$ cat src/rtl/fetch_ctrl.sv
// fetch_ctrl: RV32I fetch sequencer; owns the PC, issues one outstanding
// imem request at a time and hands each instruction to decode via valid/ready.
//
// Ports:
//   clk, reset          clock, async active-high reset
//   PCSel, from_alu     redirect request and target
//   imem_req/addr       fetch request (level) and address
//   imem_rvalid/rdata   one response per request
//   inst_valid/ready    handshake towards decode
//   inst, pc_out        fetched word and its address
//   pc_plus_4           pc_out + 4 (wraps)
//   misaligned          sticky: redirect target not word aligned
module fetch_ctrl #(
  parameter int PC_WIDTH = 32,
  parameter int INSTRUCTION_WIDTH = 32,
  parameter logic [PC_WIDTH-1:0] RESET_PC = '0
) (
  input  logic                         clk,
  input  logic                         reset,
  input  logic                         PCSel,
  input  logic [PC_WIDTH-1:0]          from_alu,
  output logic                         imem_req,
  output logic [PC_WIDTH-1:0]          imem_addr,
  input  logic                         imem_rvalid,
  input  logic [INSTRUCTION_WIDTH-1:0] imem_rdata,
  output logic                         inst_valid,
  input  logic                         inst_ready,
  output logic [INSTRUCTION_WIDTH-1:0] inst,
  output logic [PC_WIDTH-1:0]          pc_out,
  output logic [PC_WIDTH-1:0]          pc_plus_4,
  output logic                         misaligned
);

  typedef enum logic [2:0] {
    IDLE,
    REQ,
    HOLD,
    DRAIN,
    HALT
  } state_t;

  state_t              state;
  logic [PC_WIDTH-1:0] pc;
  logic                busy;
  logic                bad;

  assign bad       = |from_alu[1:0];
  assign imem_addr = pc;
  assign pc_out    = pc;
  assign pc_plus_4 = pc + PC_WIDTH'(4);

  always_ff @(posedge clk or posedge reset) begin
    if (reset) begin
      state      <= IDLE;
      pc         <= RESET_PC;
      busy       <= 1'b0;
      imem_req   <= 1'b0;
      inst_valid <= 1'b0;
      inst       <= '0;
      misaligned <= 1'b0;
    end else begin
      unique case (state)
        IDLE: begin
          state    <= REQ;
          imem_req <= 1'b1;
          busy     <= 1'b1;
        end
        REQ: begin
          if (PCSel) begin
            pc <= from_alu;
            if (bad) begin
              state      <= HALT;
              imem_req   <= 1'b0;
              misaligned <= 1'b1;
              busy       <= !imem_rvalid;
            end else if (!imem_rvalid) begin
              // old response still owed: wait for it
              state    <= DRAIN;
              imem_req <= 1'b0;
            end
            // redirect with response: reissue at new pc
          end else if (imem_rvalid) begin
            inst       <= imem_rdata;
            state      <= HOLD;
            imem_req   <= 1'b0;
            inst_valid <= 1'b1;
            busy       <= 1'b0;
          end
        end
        DRAIN: begin
          if (PCSel) pc <= from_alu;
          if (PCSel && bad) begin
            state      <= HALT;
            misaligned <= 1'b1;
            busy       <= !imem_rvalid;
          end else if (imem_rvalid) begin
            state    <= REQ;
            imem_req <= 1'b1;
          end
        end
        HOLD: begin
          if (PCSel || inst_ready) begin
            inst_valid <= 1'b0;
            pc <= PCSel ? from_alu
                        : pc + PC_WIDTH'(4);
            if (PCSel && bad) begin
              state      <= HALT;
              misaligned <= 1'b1;
            end else begin
              state    <= REQ;
              imem_req <= 1'b1;
              busy     <= 1'b1;
            end
          end
        end
        HALT: begin
          // swallow any response still in flight
          if (busy && imem_rvalid) busy <= 1'b0;
        end
        default: state <= IDLE;
      endcase
    end
  end

endmodule

$ cat config.mk
export PLATFORM = sky130hd
export DESIGN_NAME = fetch_ctrl
export DESIGN_NICKNAME = d
export VERILOG_FILES = /design/src/rtl/fetch_ctrl.sv
export SDC_FILE = /design/constraint.sdc
export NUM_CORES = 1
export LEC_CHECK = 0
export BUFFER_PORTS_ARGS = -buffer_cell sky130_fd_sc_hd__buf_2
export CAP_MARGIN = 20
export CORE_ASPECT_RATIO = 0.75
export CORE_UTILIZATION = 35
export CTS_CLUSTER_DIAMETER = 80
export DETAILED_ROUTE_END_ITERATION = 6
export GPL_TIMING_DRIVEN = 1
export PLACE_DENSITY = 0.67
export SYNTH_ARGS = -nofsm -noshare
export SYNTH_HDL_FRONTEND = slang
export SYNTH_SLANG_ARGS = --single-unit
$ cat constraint.sdc
create_clock -name clk -period 1.8 [get_ports clk]
set_input_delay 0.18 -clock clk [delete_from_list [all_inputs] [get_ports clk]]
set_output_delay 0.18 -clock clk [all_outputs]
set_load 0.05 [all_outputs]
==> results of run 1 <==
-- through the flow --
step	instances	hold slack, ns	setup WS, ns	instance area [µm²]
after floorplan	378	0.285	-0.434	4470
after global placement	729	0.285	-0.219	5810
after detailed placement	729	0.283	-0.242	5810
after CTS	772	0.0518	-0.488	6700
after global routing	801	0.0526	-0.539	7110
final	801	0.0619	-0.448	7110
-- state kept, by name, summed over array words and instances, names as in the netlist --
signal and cells:
imem_addr 32, inst_valid 1, state 3, misaligned 1, imem_req 1, inst 32
-- area by class of cell --
class                      count  area share [%]
multi-input combinational    253            36.0
timing repair buffer         317            32.0
sequential                    70            25.1
clock buffer                  11            3.56
tap                          140            2.46
clock inverter                 5           0.581
inverter                       5           0.317
-- how the worst max path moves through the flow --
stage                                   start                   endpoint  slack (ns)  cells after the start
finish              imem_addr[14]$_DFFE_PP0P_              pc_plus_4[30]       -0.45                      7
global route         imem_addr[2]$_DFFE_PP0P_              pc_plus_4[27]       -0.54                      7
CTS                  imem_addr[4]$_DFFE_PP0P_              pc_plus_4[27]       -0.49                      7
detailed placement   imem_addr[4]$_DFFE_PP0P_              pc_plus_4[27]       -0.24                      7
global placement     imem_addr[4]$_DFFE_PP0P_              pc_plus_4[27]       -0.22                      7
floorplan            imem_addr[3]$_DFFE_PP0P_  imem_addr[24]$_DFFE_PP0P_       -0.43                      6
-- cells in the final DEF (no fill, tap or decap), drive strengths merged, types with 7 or more instances in the layout --
cell,instances
mux2,33
o21ai,14
xnor2,21
dfrtp,70
a21o,11
buf,314
nand3,15
nor2,21
clkbuf,13
a21oi,11
a22o,11
xor2,7
nand2,36
nand4,8
-- logic make-up (layout without fill, tap and decap cells) --
kind of cell               Yosys count  in the layout  synth area share [%]
AOI/OAI and AO/OA                   73             73                  13.4
and+or+nand+nor                    114            116                  15.8
muxes                               35             35                  10.0
DFF                                 70             70                  44.8
xor gates and xnor gates            28             28                  6.27
adders and majority gates            1              1                 0.320
buffers and inverters               57            338                  9.44
-- critical path, stage by stage (launching register included) --
cell and delay [ns]:
dfrtp_2 0.36, nand4_1 0.13, buf_4 0.17, nor4_4 0.27
buf_6 0.16, and4b_2 0.30, xor2_4 0.17, buf_6 0.18
-- layer usage --
metal	up-vias	share of wire, %	track usage, %
met5	-	0	0
met4	0	1.4	6.55
met3	19	4.4	5.00
met2	132	48	34.5
met1	2006	46	30.0
li1	1883	-	-
-- timing repair --
action | CTS | global route
resized for setup | 105 | 45
endpoints found under the setup margin | 60 | 80
hold buffers | 1 | 0
endpoints found under the hold margin | 22 | 0
pin swaps | 31 | 39
buffers inserted | 25 | 34
cloned | 3 | 1
==> flow_summary_export.csv, run 1 <==
group,metric,value,unit
run_status,status,"finished, violations left",
run_status,failed_checks,"DRC, setup timing",
placement,numPortBuffers,199,
yosys,syn_area_per_cell,10.3,µm²
clock_network,cts_sinks,70,
timing,worstMarginPinSlew,0.629,ns
layout,utilization,65.2,%
clock_network,path_clk_slew,0.06,ns
yosys,synth_warnings,0,
clock_network,cts_tree,"built",
critical_path,endpoint_kind,"output port",
min_path,hp-class,"in2reg",
drt,drtIter0Drc,215,
floorplanning,rows,33,
timing,relSlewSlack,58.0,%
clock_network,root_buffer,"clkbuf_16",
critical_path,worstSetupPathType,"reg2out",
layout,diodes,0,
clock_network,cts_buffer_depth,2,
drt,vias,4040,
yosys,yosys.area.top_type_share,44.8,%
critical_path,rr_worst_depth,6,
critical_path,r2r_start,"state[2]$_DFFE_PP0P_",
critical_path,rr_endpoint,"imem_addr[28]$_DFFE_PP0P_",
yosys,synthTopCellsByArea,"dfrtp_1, mux2_2, buf_4",
yosys,yosysMostFrequentCell,"dfrtp_1",
floorplanning,fp.dieW,124,µm
floorplanning,die_y,93.6,µm
global_route,grt.overflow.total,0,
drt,finalWirelength,13400,µm
placement,dp_hpwl,8680,µm
layout,drive_gt1_share,70.7,%
global_route,grt_pass1_wl,19200,µm
global_route,grt_pass1_vias,3717,
timing,fin_crit_sh,125,%
clock_network,numCtsBuffers,9,
floorplanning,start_util,35.9,%
timing,min_period,2.25,ns
min_path,worstHoldStart,"from_alu[17]",
clock_network,clock_latency,0.34,ns
timing,finClkSkew,0.00808,ns
min_path,min_to,"imem_addr[17]$_DFFE_PP0P_",
drt,vias_per_cell,5.04,
timing,fmax,445,MHz
layout,nFillCells,846,
layout,seqCellArea,1780,µm²
timing,slew_violations,0,
timing,setup_viol,45,
clock_network,ctsHtreeMaxLevel,3,
drt,drt_first_pass_iters,6,
yosys,synthCells,378,
timing,hold_viol_final,0,
critical_path,crit_fanout,6,
global_route,track_usage,22.0,%
timing,setup_ws,-0.448,ns
yosys,synth_flop_cell,"dfrtp_1",
placement,gp_congestion,0.842,
critical_path,crit_arrival,2.07,ns
layout,area.growth.synth_to_final,81.7,%
drt,drtAntennaViolNets,0,
yosys,ys_types,53,
drt,wire_per_inst,16.7,µm
floorplanning,io_pins,200,
yosys,synthTopCellsByCount,"dfrtp_1, nand2_1, buf_4, mux2_2, xnor2_1",
layout,multi_input_area,2560,µm²
global_route,grt_start_max_net_pins,41,
timing,rsz0062_at_grt,"yes",
floorplanning,dieArea,11600,µm²
yosys,synth_top_area_cell,"dfrtp_1",
timing,setup_tns,-8.74,ns
floorplanning,core_area,10900,µm²
layout,finalNetCount,726,
yosys,ys_ff_latch,70,
yosys,ys_seq_area_share,44.8,%
yosys,syn_nets,448,
critical_path,r2r_setup_slack,-0.07,ns
run,drv_cap,0,
critical_path,startpoint_type,"flop",
yosys,synth-edff-count,0,
critical_path,critPathRequiredTime,1.62,ns
yosys,async_reset_ff_share,100,%
global_route,antenna_found_initial,0,
drt,drc,2,
min_path,min_path_cells,3,
yosys,netlist_area,3910,µm²
Power of run 1 is left out: the tool's default activity adds up to more than one toggle a clock period on the data nets, which glitch-free logic cannot reach.
==> inputs of run 2 (changes only) <==
--- a/config.mk
+++ b/config.mk
@@ -8,10 +8,12 @@
 export BUFFER_PORTS_ARGS = -buffer_cell sky130_fd_sc_hd__buf_2
 export CAP_MARGIN = 20
+export CELL_PAD_IN_SITES_DETAIL_PLACEMENT = 1
+export CELL_PAD_IN_SITES_GLOBAL_PLACEMENT = 1
 export CORE_ASPECT_RATIO = 0.75
-export CORE_UTILIZATION = 35
+export CORE_UTILIZATION = 30
 export CTS_CLUSTER_DIAMETER = 80
 export DETAILED_ROUTE_END_ITERATION = 6
 export GPL_TIMING_DRIVEN = 1
-export PLACE_DENSITY = 0.67
+export PLACE_DENSITY_LB_ADDON = 0.1
 export SYNTH_ARGS = -nofsm -noshare
 export SYNTH_HDL_FRONTEND = slang
==> constraint.sdc (replaced) <==
create_clock -name clk -period 1.8 [get_ports clk]
set_input_delay 0.27 -clock clk [delete_from_list [all_inputs] [get_ports clk]]
set_output_delay 0.27 -clock clk [all_outputs]
set_load 0.05 [all_outputs]
==> flow_summary_export.csv, run 2 (same netlist as run 1, synthesis figures left out) <==
group,metric,value,unit
floorplanning,fp.dieW,134,µm
floorplanning,die_y,101,µm
placement,dp_worst_setup_slack,-0.328,ns
global_route,track_usage,22.5,%
drt,vias_per_cell,4.93,
clock_network,path_clk_slew,0.06,ns
timing,fin_crit_sh,129,%
run,drv_cap,0,
clock_network,cts_sinks,70,
layout,fin_area,7150,µm²
placement,dp_cells,767,
placement,numPortBuffers,199,
layout,diodes,0,
timing,hold_viol_final,0,
layout,mostFrequentLayoutCell,"buf_2",
placement,place_area,5910,µm²
layout,stdcell_count,820,
clock_network,cts_buffer_depth,2,
timing,setup_ws,-0.522,ns
timing,fmax,431,MHz
timing,slew_violations,0,
critical_path,critical_path.cell_chain,"ha_4 > nand3_4 > nor4_4 > buf_6 > and4b_2 > xor2_4 > buf_6",
critical_path,cp_slowest_cell,"dfrtp_2",
critical_path,worstSetupPathType,"reg2out",
layout,finalNetCount,719,
critical_path,startpoint_type,"flop",
timing,worstMarginPinSlew,0.603,ns
placement,dp_hpwl,10500,µm
floorplanning,start_util,31.3,%
layout,nFillCells,1360,
clock_network,numCtsBuffers,9,
critical_path,critPathMaxStageDelay,0.40,ns
floorplanning,core_area,12500,µm²
floorplanning,dieArea,13500,µm²
run_status,status,"finished, violations left",
global_route,grt_pass1_vias,4166,
global_route,grt_start_max_net_pins,39,
global_route,grt_pass1_wl,23000,µm
drt,finalWirelength,15600,µm
layout,area.growth.synth_to_final,82.7,%
timing,relSlewSlack,59.8,%
clock_network,ctsHtreeMaxLevel,3,
clock_network,root_buffer,"clkbuf_16",
floorplanning,io_pins,200,
critical_path,crit_fanout,7,
clock_network,clock_latency,0.33,ns
drt,drc,0,
min_path,hp-class,"in2async",
drt,drtAntennaViolNets,0,
timing,setup_viol,43,
drt,drtIter0Drc,142,
layout,seqCellArea,1780,µm²
drt,vias,4041,
timing,finClkSkew,0.00814,ns
placement,gp_congestion,0.791,
floorplanning,rows,35,
critical_path,crit_arrival,2.05,ns
drt,wire_per_inst,19.1,µm
run_status,failed_checks,"setup timing",
drt,drt_first_pass_iters,4,
critical_path,cpMostUsedCell,"buf_6",
clock_network,cts_hold_buf,0,
critical_path,endpoint_kind,"output port",
critical_path,critPathRequiredTime,1.53,ns
global_route,grt.overflow.total,0,
timing,rsz0062_at_grt,"yes",
layout,layout_common_cells,"buf_2, buf_4, buf_6, dfrtp_1, nand2_1",
timing,min_period,2.32,ns
clock_network,cts_tree,"built",
layout,multi_input_area,2650,µm²
layout,drive_gt1_share,72.2,%
global_route,antenna_found_initial,0,
run 2: cell count changes in the layout (fill, tap and decap cells not counted), sizes merged:
cell         delta
nor2            +1
buf             -5
dlygate4sd3     -1
inv             -2
clkbuf          -3
clkinv          +5
clkinvlp        -2
run 2: area by class of cell:
| cell class | count | share of cell area [%] |
|---|---|---|
| tap | 166 | 2.91 |
| multi-input combinational | 254 | 37.1 |
| timing repair buffer | 309 | 30.8 |
| inverter | 5 | 0.315 |
| clock buffer | 10 | 3.34 |
| clock inverter | 6 | 0.525 |
| sequential | 70 | 24.9 |
run 2: per-layer routing:
layer  vias up  GRT usage (%)  part of all wire, %
met5         -              0                    0
met4         0           5.77                  1.2
met3        17           4.12                  4.5
met2       120           38.5                   49
met1      2038           29.3                   45
li1       1866              -                    -
run 2: path summary, 6_finish.rpt:
check / startpoint / end / slack, ns / cells after the start
max in group asynchronous: reset / state[1]$_DFFE_PP0P_ / 1.32 / 3
min reg2reg: misaligned$_DFFE_PP0P_ / misaligned$_DFFE_PP0P_ / 0.49 / 1
min: reset / imem_addr[26]$_DFFE_PP0P_ / 0.07 / 3
max: imem_addr[2]$_DFFE_PP0P_ / pc_plus_4[30] / -0.52 / 7
min in group clk: from_alu[17] / imem_addr[17]$_DFFE_PP0P_ / 0.15 / 3
max reg2reg: imem_addr[8]$_DFFE_PP0P_ / imem_addr[18]$_DFFE_PP0P_ / -0.12 / 10
run 2: critical path: cells and delay by family, from the launching register on:
family	cells	cell delay [ns]
buffers and inverters	2	0.36
flip-flops	1	0.40
XOR/XNOR	1	0.17
adder cells (fa/ha/maj)	1	0.17
AND/OR/NAND/NOR	3	0.62
run 2: timing repair:
action                                  in CTS  in global routing
pin swaps                                   29                 41
resized for setup                          108                 69
buffers inserted                            19                 21
gates cloned                                 2                  2
endpoints found under the setup margin      50                 72
run 2: per-stage QoR:
| stage | utilization [%] | setup TNS (ns) | hold WS, ns |
|---|---|---|---|
| 6_report | 57.3 | -10.59 | 0.0739 |
| 2_1_floorplan | - | -14.30 | 0.375 |
| 5_1_grt | 57.3 | -14.71 | 0.111 |
| 4_1_cts | 53.9 | -10.16 | 0.0780 |
| 3_3_place_gp | 47.4 | -3.65 | 0.430 |
| 3_5_place_dp | 47.4 | -5.04 | 0.434 |
Power of run 2 is left out for the same reason.
==> inputs of run 3 (changes only) <==
REMOVE_ABC_BUFFERS = 1   (was not set)
SETUP_SLACK_MARGIN = 0.15   (was not set)
==> flow_summary_export.csv, run 3 (same netlist as run 1, synthesis figures left out) <==
group,metric,value,unit
global_route,grt_pass1_vias,4228,
floorplanning,die_y,101,µm
min_path,min_path_cells,3,
floorplanning,core_area,12500,µm²
timing,setup_tns,-18.20,ns
drt,drtAntennaViolNets,0,
critical_path,critPathRequiredTime,1.53,ns
timing,worstMarginPinSlew,0.378,ns
global_route,grt.overflow.total,0,
drt,drc,0,
clock_network,ctsHtreeMaxLevel,3,
critical_path,crit_fanout,6,
clock_network,cts_tree,"built",
layout,mostFrequentLayoutCell,"buf_2",
global_route,grt_start_max_net_pins,38,
global_route,track_usage,22.9,%
timing,slew_violations,0,
run_status,failed_checks,"setup timing",
floorplanning,fp.dieW,134,µm
placement,dp_hpwl,9830,µm
critical_path,endpoint_kind,"output port",
timing,setup_ws,-0.629,ns
clock_network,numCtsBuffers,9,
timing,min_period,2.43,ns
clock_network,cts_sinks,70,
drt,wire_per_inst,20.5,µm
timing,fmax,412,MHz
placement,numPortBuffers,199,
critical_path,startpoint_type,"flop",
timing,hold_viol_final,0,
global_route,antenna_found_initial,0,
run,drv_cap,0,
layout,layout_common_cells,"buf_2, buf_4, dfrtp_1, buf_6, mux2_4",
critical_path,rr_worst_depth,10,
drt,drtIter0Drc,166,
floorplanning,start_util,31.3,%
floorplanning,dieArea,13500,µm²
run_status,status,"finished, violations left",
timing,relSlewSlack,74.8,%
placement,gp_congestion,0.799,
clock_network,root_buffer,"clkbuf_16",
drt,vias_per_cell,4.99,
drt,drt_first_pass_iters,4,
min_path,hp-class,"in2reg",
timing,rsz0062_at_grt,"yes",
floorplanning,rows,35,
clock_network,clock_latency,0.34,ns
drt,finalWirelength,17300,µm
timing,finClkSkew,0.00774,ns
critical_path,r2r_setup_slack,-0.25,ns
layout,finalNetCount,742,
layout,diodes,0,
timing,setup_viol,80,
clock_network,cts_buffer_depth,2,
critical_path,worstSetupPathType,"reg2out",
layout,area.growth.synth_to_final,91.1,%
timing,fin_crit_sh,135,%
floorplanning,io_pins,200,
critical_path,crit_arrival,2.16,ns
layout,drive_gt1_share,70.6,%
drt,vias,4210,
clock_network,path_clk_slew,0.06,ns
placement,dp_worst_setup_slack,-0.331,ns
global_route,grt_pass1_wl,23500,µm
-- run 3: cell types whose count changed in the layout (fill, tap and decap cells not counted), moves of 14 or more --
cell,before,now
dfrtp_1,45,67
xnor2_2,3,17
xnor2_4,17,2
dfrtp_2,25,3
mux2_2,17,0
mux2_4,16,33
-- run 3: routing by layer --
metal,share of wire [%],global-route usage (%)
met2,48,37.9
met4,1.4,5.77
met3,4.4,4.63
met5,0,0
met1,46,30.6
-- run 3: worst max-delay path, stage by stage (launching register included) --
cell     delay (ns)
dfrtp_1        0.44
ha_4           0.20
nand3_4        0.10
nor4_4         0.26
buf_6          0.17
buf_4          0.11
buf_6          0.10
nand2_4        0.06
xnor2_2        0.18
buf_6          0.18
-- run 3: stage by stage --
stage,area (µm²),utilization [%],hold slack (ns),instances
global placement,5370,43.0,0.341,764
finish,7480,59.9,0.145,843
CTS,6560,52.5,0.136,806
floorplan,3560,-,0.375,326
global route,7480,59.9,0.151,843
detailed placement,5380,43.1,0.345,765
-- run 3: final timing paths --
check,start,end
setup / recovery,imem_addr[3]$_DFFE_PP0P_,pc_plus_4[22]
hold / removal,from_alu[12],imem_addr[12]$_DFFE_PP0P_
setup reg to reg,imem_addr[3]$_DFFE_PP0P_,imem_addr[28]$_DFFE_PP0P_
hold reg to reg,misaligned$_DFFE_PP0P_,misaligned$_DFFE_PP0P_
max in group asynchronous,reset,imem_addr[5]$_DFFE_PP0P_
min in group asynchronous,reset,inst[18]$_DFFE_PP0P_
-- run 3: final cells by class --
class | count | area [µm²]
clock inverters | 6 | 70.1
repair buffers | 335 | 2620
multi-input cells | 251 | 2570
flip-flops and latches | 70 | 1760
well taps | 166 | 208
fillers | 1361 | 5000
clock buffers | 10 | 239
inverters | 5 | 18.8
-- run 3: timing repair --
item                                    CTS  global route
hold endpoints to repair                 33             0
gates resized for setup                 142           119
setup buffers                            18            32
endpoints found under the setup margin   91            95
pin swaps                                32            46
hold buffers                              1             0
gates cloned                              6             5
Power of run 3 is left out for the same reason.
